### src/rtl/int_issue_queue_pkg.sv
// Shared widths, opcode encodings and the operand-slot record for the integer issue queue.
// Latency: n/a (types, constants and one combinational helper).
// Backpressure: n/a.
package int_issue_queue_pkg;

  localparam int TAG_W    = 6;   // physical register / ROB tag width
  localparam int DATA_W   = 32;  // operand and immediate width
  localparam int OPC_W    = 5;   // internal opcode width
  localparam int IQ_DEPTH = 4;   // default number of queue entries

  typedef enum logic [OPC_W-1:0] {
    OP_ADD = 5'd0,
    OP_SUB = 5'd1,
    OP_AND = 5'd2,
    OP_OR  = 5'd3,
    OP_XOR = 5'd4,
    OP_SLT = 5'd5,
    OP_SLL = 5'd6,
    OP_SRL = 5'd7
  } int_opcode_e;

  // One source operand: either a value (rdy=1) or the tag of its producer (rdy=0).
  typedef struct packed {
    logic              rdy;
    logic [TAG_W-1:0]  tag;
    logic [DATA_W-1:0] data;
  } operand_t;

  // Applies a CDB broadcast to an operand that is still waiting on its producer.
  function automatic operand_t apply_wakeup(input operand_t          src,
                                            input logic              cdb_vld,
                                            input logic [TAG_W-1:0]  cdb_tag,
                                            input logic [DATA_W-1:0] cdb_dat);
    operand_t res;
    res = src;
    if (!src.rdy && cdb_vld && (src.tag == cdb_tag)) begin
      res.rdy  = 1'b1;
      res.data = cdb_dat;
    end
    return res;
  endfunction

endpackage

### src/rtl/int_issue_queue_if.sv
// Bundle of dispatch, CDB snoop and issue handshake signals around the integer issue queue.
// Latency: n/a (wiring only).
// Backpressure: issue_ready stalls issue; issueque_full_integer stalls dispatch.
// Ports: master = front end / CDB / execution unit side, slave = the issue queue.
interface int_issue_queue_if;
  import int_issue_queue_pkg::*;

  logic              dispatch_en_integer;
  logic [OPC_W-1:0]  dispatch_opcode;
  logic [TAG_W-1:0]  dispatch_rd_tag;
  logic [DATA_W-1:0] dispatch_rs1_data;
  logic [TAG_W-1:0]  dispatch_rs1_tag;
  logic              dispatch_rs1_valid;
  logic [DATA_W-1:0] dispatch_rs2_data;
  logic [TAG_W-1:0]  dispatch_rs2_tag;
  logic              dispatch_rs2_valid;
  logic [DATA_W-1:0] dispatch_imm;

  logic              CDB_valid;
  logic [TAG_W-1:0]  CDB_tag;
  logic [DATA_W-1:0] CDB_data;

  logic              issueque_full_integer;

  logic              issue_valid;
  logic              issue_ready;
  logic [OPC_W-1:0]  issue_opcode;
  logic [TAG_W-1:0]  issue_rd_tag;
  logic [DATA_W-1:0] issue_rs1_data;
  logic [DATA_W-1:0] issue_rs2_data;
  logic [DATA_W-1:0] issue_imm;

  modport master (
    output dispatch_en_integer, dispatch_opcode, dispatch_rd_tag,
           dispatch_rs1_data, dispatch_rs1_tag, dispatch_rs1_valid,
           dispatch_rs2_data, dispatch_rs2_tag, dispatch_rs2_valid, dispatch_imm,
           CDB_valid, CDB_tag, CDB_data, issue_ready,
    input  issueque_full_integer, issue_valid, issue_opcode, issue_rd_tag,
           issue_rs1_data, issue_rs2_data, issue_imm
  );

  modport slave (
    input  dispatch_en_integer, dispatch_opcode, dispatch_rd_tag,
           dispatch_rs1_data, dispatch_rs1_tag, dispatch_rs1_valid,
           dispatch_rs2_data, dispatch_rs2_tag, dispatch_rs2_valid, dispatch_imm,
           CDB_valid, CDB_tag, CDB_data, issue_ready,
    output issueque_full_integer, issue_valid, issue_opcode, issue_rd_tag,
           issue_rs1_data, issue_rs2_data, issue_imm
  );

endinterface

### src/rtl/int_issue_queue_iq_operand.sv
// One source-operand slot of an issue-queue entry: holds rdy/tag/data and snoops the CDB.
// Latency: a CDB match (on the held or the incoming value) shows as rdy=1 after one edge.
// Backpressure: none; wr_en selects a new value (dispatch or shift), otherwise the slot holds.
// Ports: clk, reset (async active-high), wr_en/wr_opnd load source, cdb_* snoop, opnd = registered state.
module iq_operand
  import int_issue_queue_pkg::*;
(
  input  logic              clk,
  input  logic              reset,
  input  logic              wr_en,
  input  operand_t          wr_opnd,
  input  logic              cdb_valid,
  input  logic [TAG_W-1:0]  cdb_tag,
  input  logic [DATA_W-1:0] cdb_data,
  output operand_t          opnd
);

  operand_t opnd_q;
  operand_t opnd_d;
  operand_t src;

  // The wakeup is applied after the source mux, so a freshly dispatched operand gets the
  // same-cycle CDB bypass and an entry shifting down does not miss a broadcast. Slots of
  // invalid entries may also wake; that is harmless because they are rewritten before use.
  always_comb begin
    src    = wr_en ? wr_opnd : opnd_q;
    opnd_d = apply_wakeup(src, cdb_valid, cdb_tag, cdb_data);
  end

  always_ff @(posedge clk or posedge reset) begin
    if (reset) begin
      opnd_q <= '0;
    end else begin
      opnd_q <= opnd_d;
    end
  end

  assign opnd = opnd_q;

endmodule

### src/rtl/int_issue_queue.sv
// Integer issue queue: collapsing, age-ordered (entry 0 oldest); issues the oldest op whose operands are ready.
// Latency: ready dispatch -> issue_valid next cycle; last-operand CDB wakeup -> issue_valid next cycle.
// Backpressure: issue_ready low holds the winner; dispatch is dropped when full unless an issue fires that cycle.
// Ports: clk, reset (async active-high), iq (slave modport: dispatch, CDB snoop, issue handshake, full flag).
module int_issue_queue
  import int_issue_queue_pkg::*;
#(
  parameter int DEPTH = IQ_DEPTH  // 2..16
) (
  input logic              clk,
  input logic              reset,
  int_issue_queue_if.slave iq
);

  localparam int CNT_W = $clog2(DEPTH + 1);
  localparam int IDX_W = $clog2(DEPTH);

  logic [CNT_W-1:0]  count_q, count_d;
  logic [CNT_W-1:0]  wr_idx;
  logic [DEPTH-1:0]  valid_q, valid_d, valid_up;
  logic [DEPTH-1:0]  ready_vec;
  logic [DEPTH-1:0]  opnd_wr_en;

  logic [OPC_W-1:0]  opcode_q [DEPTH];
  logic [OPC_W-1:0]  opcode_d [DEPTH];
  logic [OPC_W-1:0]  opcode_up[DEPTH];
  logic [TAG_W-1:0]  rd_tag_q [DEPTH];
  logic [TAG_W-1:0]  rd_tag_d [DEPTH];
  logic [TAG_W-1:0]  rd_tag_up[DEPTH];
  logic [DATA_W-1:0] imm_q    [DEPTH];
  logic [DATA_W-1:0] imm_d    [DEPTH];
  logic [DATA_W-1:0] imm_up   [DEPTH];

  operand_t          rs1_q [DEPTH];
  operand_t          rs2_q [DEPTH];
  operand_t          rs1_up[DEPTH];
  operand_t          rs2_up[DEPTH];
  operand_t          rs1_wr[DEPTH];
  operand_t          rs2_wr[DEPTH];
  operand_t          disp_rs1, disp_rs2;

  logic [IDX_W-1:0]  win_idx;
  logic              issue_vld;
  logic              issue_fire;
  logic              full;
  logic              disp_accept;

  assign disp_rs1 = '{rdy: iq.dispatch_rs1_valid, tag: iq.dispatch_rs1_tag, data: iq.dispatch_rs1_data};
  assign disp_rs2 = '{rdy: iq.dispatch_rs2_valid, tag: iq.dispatch_rs2_tag, data: iq.dispatch_rs2_data};

  // Per-entry view of the neighbour above, used when the queue collapses over an issued entry.
  assign valid_up = {1'b0, valid_q[DEPTH-1:1]};

  for (genvar gi = 0; gi < DEPTH; gi++) begin : g_entry
    if (gi < DEPTH - 1) begin : g_up
      assign opcode_up[gi] = opcode_q[gi+1];
      assign rd_tag_up[gi] = rd_tag_q[gi+1];
      assign imm_up[gi]    = imm_q[gi+1];
      assign rs1_up[gi]    = rs1_q[gi+1];
      assign rs2_up[gi]    = rs2_q[gi+1];
    end else begin : g_top
      assign opcode_up[gi] = '0;
      assign rd_tag_up[gi] = '0;
      assign imm_up[gi]    = '0;
      assign rs1_up[gi]    = '0;
      assign rs2_up[gi]    = '0;
    end

    // Readiness comes from registered state only: a wakeup never issues in the same cycle.
    assign ready_vec[gi] = valid_q[gi] & rs1_q[gi].rdy & rs2_q[gi].rdy;

    iq_operand u_rs1 (
      .clk       (clk),
      .reset     (reset),
      .wr_en     (opnd_wr_en[gi]),
      .wr_opnd   (rs1_wr[gi]),
      .cdb_valid (iq.CDB_valid),
      .cdb_tag   (iq.CDB_tag),
      .cdb_data  (iq.CDB_data),
      .opnd      (rs1_q[gi])
    );

    iq_operand u_rs2 (
      .clk       (clk),
      .reset     (reset),
      .wr_en     (opnd_wr_en[gi]),
      .wr_opnd   (rs2_wr[gi]),
      .cdb_valid (iq.CDB_valid),
      .cdb_tag   (iq.CDB_tag),
      .cdb_data  (iq.CDB_data),
      .opnd      (rs2_q[gi])
    );
  end

  // Oldest-first select: scanning downward leaves the lowest ready index as winner.
  always_comb begin
    win_idx   = '0;
    issue_vld = 1'b0;
    for (int i = DEPTH - 1; i >= 0; i--) begin
      if (ready_vec[i]) begin
        win_idx   = IDX_W'(i);
        issue_vld = 1'b1;
      end
    end
  end

  assign full        = (count_q == CNT_W'(DEPTH));
  assign issue_fire  = issue_vld & iq.issue_ready;
  // An issue in the same cycle frees a slot, so a full queue can still take that dispatch.
  assign disp_accept = iq.dispatch_en_integer & (~full | issue_fire);
  // The new op lands just above the surviving entries, one lower if the queue collapses.
  assign wr_idx      = issue_fire ? (count_q - CNT_W'(1)) : count_q;

  always_comb begin
    count_d    = count_q + CNT_W'(disp_accept) - CNT_W'(issue_fire);
    valid_d    = valid_q;
    opnd_wr_en = '0;
    for (int i = 0; i < DEPTH; i++) begin
      opcode_d[i] = opcode_q[i];
      rd_tag_d[i] = rd_tag_q[i];
      imm_d[i]    = imm_q[i];
      rs1_wr[i]   = rs1_up[i];
      rs2_wr[i]   = rs2_up[i];
      if (disp_accept && (wr_idx == CNT_W'(i))) begin
        valid_d[i]    = 1'b1;
        opcode_d[i]   = iq.dispatch_opcode;
        rd_tag_d[i]   = iq.dispatch_rd_tag;
        imm_d[i]      = iq.dispatch_imm;
        rs1_wr[i]     = disp_rs1;
        rs2_wr[i]     = disp_rs2;
        opnd_wr_en[i] = 1'b1;
      end else if (issue_fire && (IDX_W'(i) >= win_idx)) begin
        // Winner and everything above it move down one slot.
        valid_d[i]    = valid_up[i];
        opcode_d[i]   = opcode_up[i];
        rd_tag_d[i]   = rd_tag_up[i];
        imm_d[i]      = imm_up[i];
        opnd_wr_en[i] = 1'b1;
      end
    end
  end

  always_ff @(posedge clk or posedge reset) begin
    if (reset) begin
      count_q <= '0;
      valid_q <= '0;
      for (int i = 0; i < DEPTH; i++) begin
        opcode_q[i] <= '0;
        rd_tag_q[i] <= '0;
        imm_q[i]    <= '0;
      end
    end else begin
      count_q <= count_d;
      valid_q <= valid_d;
      for (int i = 0; i < DEPTH; i++) begin
        opcode_q[i] <= opcode_d[i];
        rd_tag_q[i] <= rd_tag_d[i];
        imm_q[i]    <= imm_d[i];
      end
    end
  end

  assign iq.issueque_full_integer = full;
  assign iq.issue_valid           = issue_vld;
  assign iq.issue_opcode          = issue_vld ? opcode_q[win_idx]    : '0;
  assign iq.issue_rd_tag          = issue_vld ? rd_tag_q[win_idx]    : '0;
  assign iq.issue_rs1_data        = issue_vld ? rs1_q[win_idx].data  : '0;
  assign iq.issue_rs2_data        = issue_vld ? rs2_q[win_idx].data  : '0;
  assign iq.issue_imm             = issue_vld ? imm_q[win_idx]       : '0;

endmodule

### src/flat_wrapper.sv
// flat-port wrapper written by rule: the top's interface ports become plain ports
module int_issue_queue_flat import int_issue_queue_pkg::*;
#(
  parameter int DEPTH = IQ_DEPTH          
)
  (clk, reset, iq_dispatch_en_integer, iq_dispatch_opcode, iq_dispatch_rd_tag, iq_dispatch_rs1_data, iq_dispatch_rs1_tag, iq_dispatch_rs1_valid, iq_dispatch_rs2_data, iq_dispatch_rs2_tag, iq_dispatch_rs2_valid, iq_dispatch_imm, iq_CDB_valid, iq_CDB_tag, iq_CDB_data, iq_issue_ready, iq_issueque_full_integer, iq_issue_valid, iq_issue_opcode, iq_issue_rd_tag, iq_issue_rs1_data, iq_issue_rs2_data, iq_issue_imm);
  int_issue_queue_if iq_i ();
  input logic clk;
  input logic reset;
  input wire logic [$bits(iq_i.dispatch_en_integer)-1:0] iq_dispatch_en_integer;
  input wire logic [$bits(iq_i.dispatch_opcode)-1:0] iq_dispatch_opcode;
  input wire logic [$bits(iq_i.dispatch_rd_tag)-1:0] iq_dispatch_rd_tag;
  input wire logic [$bits(iq_i.dispatch_rs1_data)-1:0] iq_dispatch_rs1_data;
  input wire logic [$bits(iq_i.dispatch_rs1_tag)-1:0] iq_dispatch_rs1_tag;
  input wire logic [$bits(iq_i.dispatch_rs1_valid)-1:0] iq_dispatch_rs1_valid;
  input wire logic [$bits(iq_i.dispatch_rs2_data)-1:0] iq_dispatch_rs2_data;
  input wire logic [$bits(iq_i.dispatch_rs2_tag)-1:0] iq_dispatch_rs2_tag;
  input wire logic [$bits(iq_i.dispatch_rs2_valid)-1:0] iq_dispatch_rs2_valid;
  input wire logic [$bits(iq_i.dispatch_imm)-1:0] iq_dispatch_imm;
  input wire logic [$bits(iq_i.CDB_valid)-1:0] iq_CDB_valid;
  input wire logic [$bits(iq_i.CDB_tag)-1:0] iq_CDB_tag;
  input wire logic [$bits(iq_i.CDB_data)-1:0] iq_CDB_data;
  input wire logic [$bits(iq_i.issue_ready)-1:0] iq_issue_ready;
  output wire logic [$bits(iq_i.issueque_full_integer)-1:0] iq_issueque_full_integer;
  output wire logic [$bits(iq_i.issue_valid)-1:0] iq_issue_valid;
  output wire logic [$bits(iq_i.issue_opcode)-1:0] iq_issue_opcode;
  output wire logic [$bits(iq_i.issue_rd_tag)-1:0] iq_issue_rd_tag;
  output wire logic [$bits(iq_i.issue_rs1_data)-1:0] iq_issue_rs1_data;
  output wire logic [$bits(iq_i.issue_rs2_data)-1:0] iq_issue_rs2_data;
  output wire logic [$bits(iq_i.issue_imm)-1:0] iq_issue_imm;
  assign iq_i.dispatch_en_integer = iq_dispatch_en_integer;
  assign iq_i.dispatch_opcode = iq_dispatch_opcode;
  assign iq_i.dispatch_rd_tag = iq_dispatch_rd_tag;
  assign iq_i.dispatch_rs1_data = iq_dispatch_rs1_data;
  assign iq_i.dispatch_rs1_tag = iq_dispatch_rs1_tag;
  assign iq_i.dispatch_rs1_valid = iq_dispatch_rs1_valid;
  assign iq_i.dispatch_rs2_data = iq_dispatch_rs2_data;
  assign iq_i.dispatch_rs2_tag = iq_dispatch_rs2_tag;
  assign iq_i.dispatch_rs2_valid = iq_dispatch_rs2_valid;
  assign iq_i.dispatch_imm = iq_dispatch_imm;
  assign iq_i.CDB_valid = iq_CDB_valid;
  assign iq_i.CDB_tag = iq_CDB_tag;
  assign iq_i.CDB_data = iq_CDB_data;
  assign iq_i.issue_ready = iq_issue_ready;
  assign iq_issueque_full_integer = iq_i.issueque_full_integer;
  assign iq_issue_valid = iq_i.issue_valid;
  assign iq_issue_opcode = iq_i.issue_opcode;
  assign iq_issue_rd_tag = iq_i.issue_rd_tag;
  assign iq_issue_rs1_data = iq_i.issue_rs1_data;
  assign iq_issue_rs2_data = iq_i.issue_rs2_data;
  assign iq_issue_imm = iq_i.issue_imm;
  int_issue_queue #(.DEPTH(DEPTH)) u_core (.clk(clk), .reset(reset), .iq(iq_i));
endmodule
### config.mk
export PLATFORM = sky130hd
export DESIGN_NAME = int_issue_queue_flat
export DESIGN_NICKNAME = d
export VERILOG_FILES = /design/src/rtl/int_issue_queue_pkg.sv /design/src/rtl/int_issue_queue_if.sv /design/src/rtl/int_issue_queue_iq_operand.sv /design/src/rtl/int_issue_queue.sv /design/src/flat_wrapper.sv
export SDC_FILE = /design/constraint.sdc
export NUM_CORES = 2
export LEC_CHECK = 0
export ABC_AREA = 1
export BUFFER_PORTS_ARGS = -buffer_cell sky130_fd_sc_hd__buf_2
export CAP_MARGIN = 20
export CORE_AREA = 2 2 282 284
export CTS_CLUSTER_SIZE = 8
export DETAILED_ROUTE_END_ITERATION = 16
export DIE_AREA = 0 0 284 286
export PLACE_DENSITY = 0.54
export SETUP_SLACK_MARGIN = 0.15
export SLEW_MARGIN = 30
export SYNTH_ARGS = -nofsm -noshare
export SYNTH_HDL_FRONTEND = slang
export SYNTH_SLANG_ARGS = --single-unit
### constraint.sdc
create_clock -name clk -period 30.5 [get_ports clk]
set_clock_uncertainty 0.05 [all_clocks]
set_input_delay 6.1 -clock clk [delete_from_list [all_inputs] [get_ports clk]]
set_output_delay 6.1 -clock clk [all_outputs]
set_load 0.02 [all_outputs]
==> flow_summary_export.csv <==
group,metric,value,unit
outcome,status,"completed",
cells_and_area,layout-drive-gt1-share,10.8,%
yosys,ys_ff_latch,491,
timing,setup_viol,0,
critical_path,cp_top_family,"simple AND/OR/NAND/NOR gates",
yosys,synthArstFlopShare,100,%
hold_path,hold_start,"u_core.g_entry[1].u_rs2.opnd[18]$_DFFE_PP0P_",
drt,routedWlPerCell,22.8,µm
timing,period_minus_slack,10690,ps
cts,hold_buffers,0,
yosys,synthTopCellsByArea,"dfrtp_1 40%, nand2_1 17%, nand3_1 8.6%, o21ai_0 7.5%, inv_1 4.6%",
yosys,syn_inst,4518,
timing,finalHoldWorstSlack,451,ps
power,switchingPower,2.14,mW
global_route,antenna_found_initial,9,
power,power_density,120,nW/µm²
critical_path,reg2reg_to,"u_core.g_entry[0].u_rs2.opnd[20]$_DFFE_PP0P_",
power,p_int,2.03,mW
timing,rsz0062_at_grt,"no",
drt,drt_iter0_drc,3529,
global_route,grt_pass1_wl,195,mm
timing,tightest_slew,1040,ps
critical_path,crit_path_max_incr_delay,720,ps
timing,slew_headroom,30.6,%
critical_path,worstSetupPathType,"primary input to register",
floorplanning,ios,273,
cells_and_area,finalCoreUtilization,44.3,%
drt,drc,0,
yosys,ys.warnings.count,0,
global_route,grt_pass1_vias,31234,
cells_and_area,nets,4704,
power,comb_power_share,54.9,%
timing,max_freq,93.5,MHz
critical_path,cp-end-kind,"register",
cts,path_clk_slew,50,ps
power,p_clk_share,17.8,%
critical_path,r2r-start,"u_core.g_entry[0].u_rs2.opnd[38]$_DFF_PP0_",
critical_path,path_cells,"buf_2 -> o21ai_4 -> a21boi_4 -> buf_4 -> nand3_4 -> buf_4 -> nand2_1 -> nand2_1 -> nand2_1 -> nand2_1 -> inv_1 -> nand2_1 -> nor2_4 -> nand3_2 -> buf_4 -> nand3_1 -> nand2_1",
critical_path,critPathSlowestCell,"nand3_4",
drt,vias_per_cell,5.85,
job,drv_cap,0,
timing,period_share,35.1,%
cts,cts_resized,0,
yosys,yosysSeqAreaShare,39.7,%
critical_path,critical_path_depth,17,
drt,vias,32772,
floorplanning,die_x,284,µm
critical_path,crit_top_cell,"nand2_1",
yosys,synth_top_area_cell,"dfrtp_1",
cts,cts_setup_buffers,0,
yosys,ys.flop_type,"dfrtp_1",
global_route,grt_use_total,30.8,%
critical_path,reg2reg_depth,17,
power,p_leak,17.7,nW
power,swShare,51.4,%
floorplanning,die_h,286,µm
cts,cts_root_buf,"clkbuf_16",
critical_path,cp.arrival,11150,ps
critical_path,crit_path_max_fanout,75,
placed_design,place.gp.congestion,0.827,
critical_path,startpoint_type,"primary input",
placed_design,io_buffers,272,
yosys,synth_fp_nets,4686,
timing,slew_viol_final,0,
power,p_seq_share,27.3,%
timing,hold_viol_final,0,
cts,cts_max_level,3,
placed_design,dpl_cell_area,32600,µm²
critical_path,cp.required,30960,ps
yosys,synth_area,31000,µm²
cts,cts_buffer_depth,3,
cells_and_area,postLayoutCellArea,34700,µm²
yosys,synth-edff-count,0,
yosys,yosysMostFrequentCell,"nand2_1",
cts,clock_sinks,491,
cts,cts_tree,"yes",
global_route,overflow,0,
critical_path,rrSetupSlack,24470,ps
power,vdd_drop_max,0.0663,mV
yosys,ys_types,35,
cts,insertion_delay,630,ps
global_route,grt_max_degree,147,
floorplanning,start_util,39.5,%
drt,first_pass_iters,5,
floorplanning,rows,103,
drt,postRouteAntennaNets,0,
cts,numCtsBuffers,71,
hold_path,hold_depth,2,
critical_path,worst-path-buf-inv,5,
cells_and_area,syn_to_final_growth,12.0,%
floorplanning,fp.coreArea,78400,µm²
cells_and_area,n_fill_cell,8322,
yosys,ys_top_cells_by_count,"1363 x nand2_1, 534 x nand3_1, 491 x dfrtp_1",
hold_path,worstHoldEndpoint,"u_core.g_entry[1].u_rs2.opnd[18]$_DFFE_PP0P_",
yosys,synth_top_area_share,39.7,%
hold_path,hold_class,"register to register",
floorplanning,die_area,81200,µm²
yosys,syn_area_per_cell,6.85,µm²
timing,setup_tns,0,ps
placed_design,hpwl,72.4,mm
drt,routed_wl,128,mm
[registers in the layout (all words and copies together), names as in the netlist]
register,cells
u_core.count_q,3
u_core.g_entry.u_rs1.opnd,156
u_core.g_entry.u_rs2.opnd,156
u_core.imm_q,128
u_core.opcode_q,20
u_core.rd_tag_q,24
u_core.valid_q,4
[layer usage]
layer	global-route usage [%]	routed length, µm
met1	41.9	54500
met2	48.4	57500
met3	6.27	11200
met4	11.4	4290
met5	0	53
[power groups by stage]
stage               Clock, mW  Combinational, mW  Sequential [mW]
floorplan                   0               1.57             1.09
global placement            0               2.20             1.14
detailed placement          0               2.24             1.14
CTS                     0.754               2.24             1.13
global route            0.779               2.53             1.17
finish                  0.743               2.29             1.14
[metrics by stage]
| step | cells | power, mW | setup WS, ps |
|---|---|---|---|
| after floorplan | 4518 | 2.66 | 10650 |
| after global placement | 5505 | 3.34 | 19330 |
| after detailed placement | 5507 | 3.37 | 19260 |
| after CTS | 5590 | 4.13 | 19890 |
| after global routing | 5596 | 4.47 | 19420 |
| final | 5598 | 4.17 | 19810 |
[cell families after synthesis]
logic type	synth area share, %
and+or+nand+nor	32.2
AOI/OAI and AO/OA	17.6
buffers and inverters	10.3
DFF	39.7
adders and majority gates	0.186
xor gates and xnor gates	0.0849
[area by class of cell]
type | instances | area, µm² | share of cell area [%]
sequential | 491 | 12300 | 35.4
multi-input combinational | 3241 | 15600 | 45.0
tap | 1050 | 1310 | 3.79
timing repair buffer | 339 | 2040 | 5.87
antenna | 2 | 5.00 | 0.0144
clock buffer | 76 | 1800 | 5.18
inverter | 392 | 1500 | 4.32
clock inverter | 7 | 135 | 0.390
[cell usage in the layout, fill, tap and decap left out, types with 4 or more instances in the layout]
master,Yosys,layout
o21ai_1,13,13
inv_4,1,5
clkbuf_1,257,5
nand4_1,204,204
nand2_2,5,8
nor2_1,116,113
inv_2,10,8
buf_4,16,54
inv_16,0,4
nand3_2,3,7
nand3_1,534,529
a31oi_1,42,42
nand3b_1,18,18
inv_1,379,375
buf_2,75,272
buf_16,0,6
nor2_2,19,15
o211ai_1,107,107
a21oi_1,241,241
or2_2,7,7
nor2_4,5,12
o21ai_0,465,465
nand2_1,1363,1357
clkbuf_16,0,71
dfrtp_1,491,491
o221ai_1,86,86
buf_6,9,4
[how the worst max path moves through the flow]
stage	startpoint	endpoint	slack [ps]
after floorplan	reset	u_core.count_q[0]$_DFF_PP0_	10650
after global placement	iq_issue_ready	u_core.g_entry[0].u_rs2.opnd[18]$_DFFE_PP0P_	19330
after detailed placement	iq_issue_ready	u_core.g_entry[0].u_rs2.opnd[20]$_DFFE_PP0P_	19260
after CTS	iq_issue_ready	u_core.g_entry[0].u_rs2.opnd[20]$_DFFE_PP0P_	19890
after global routing	iq_issue_ready	u_core.g_entry[0].u_rs2.opnd[0]$_DFFE_PP0P_	19420
final	iq_issue_ready	u_core.g_entry[0].u_rs2.opnd[20]$_DFFE_PP0P_	19810
[worst reg2reg max path: cells and delay by family, from the launching register on]
| family | cells | cell delay, ps |
|---|---|---|
| buffers and inverters | 3 | 1530 |
| and+or+nand+nor | 11 | 3120 |
| DFF | 1 | 410 |
| AOI/OAI and AO/OA | 3 | 790 |
Power figures use the tool's default switching activity.
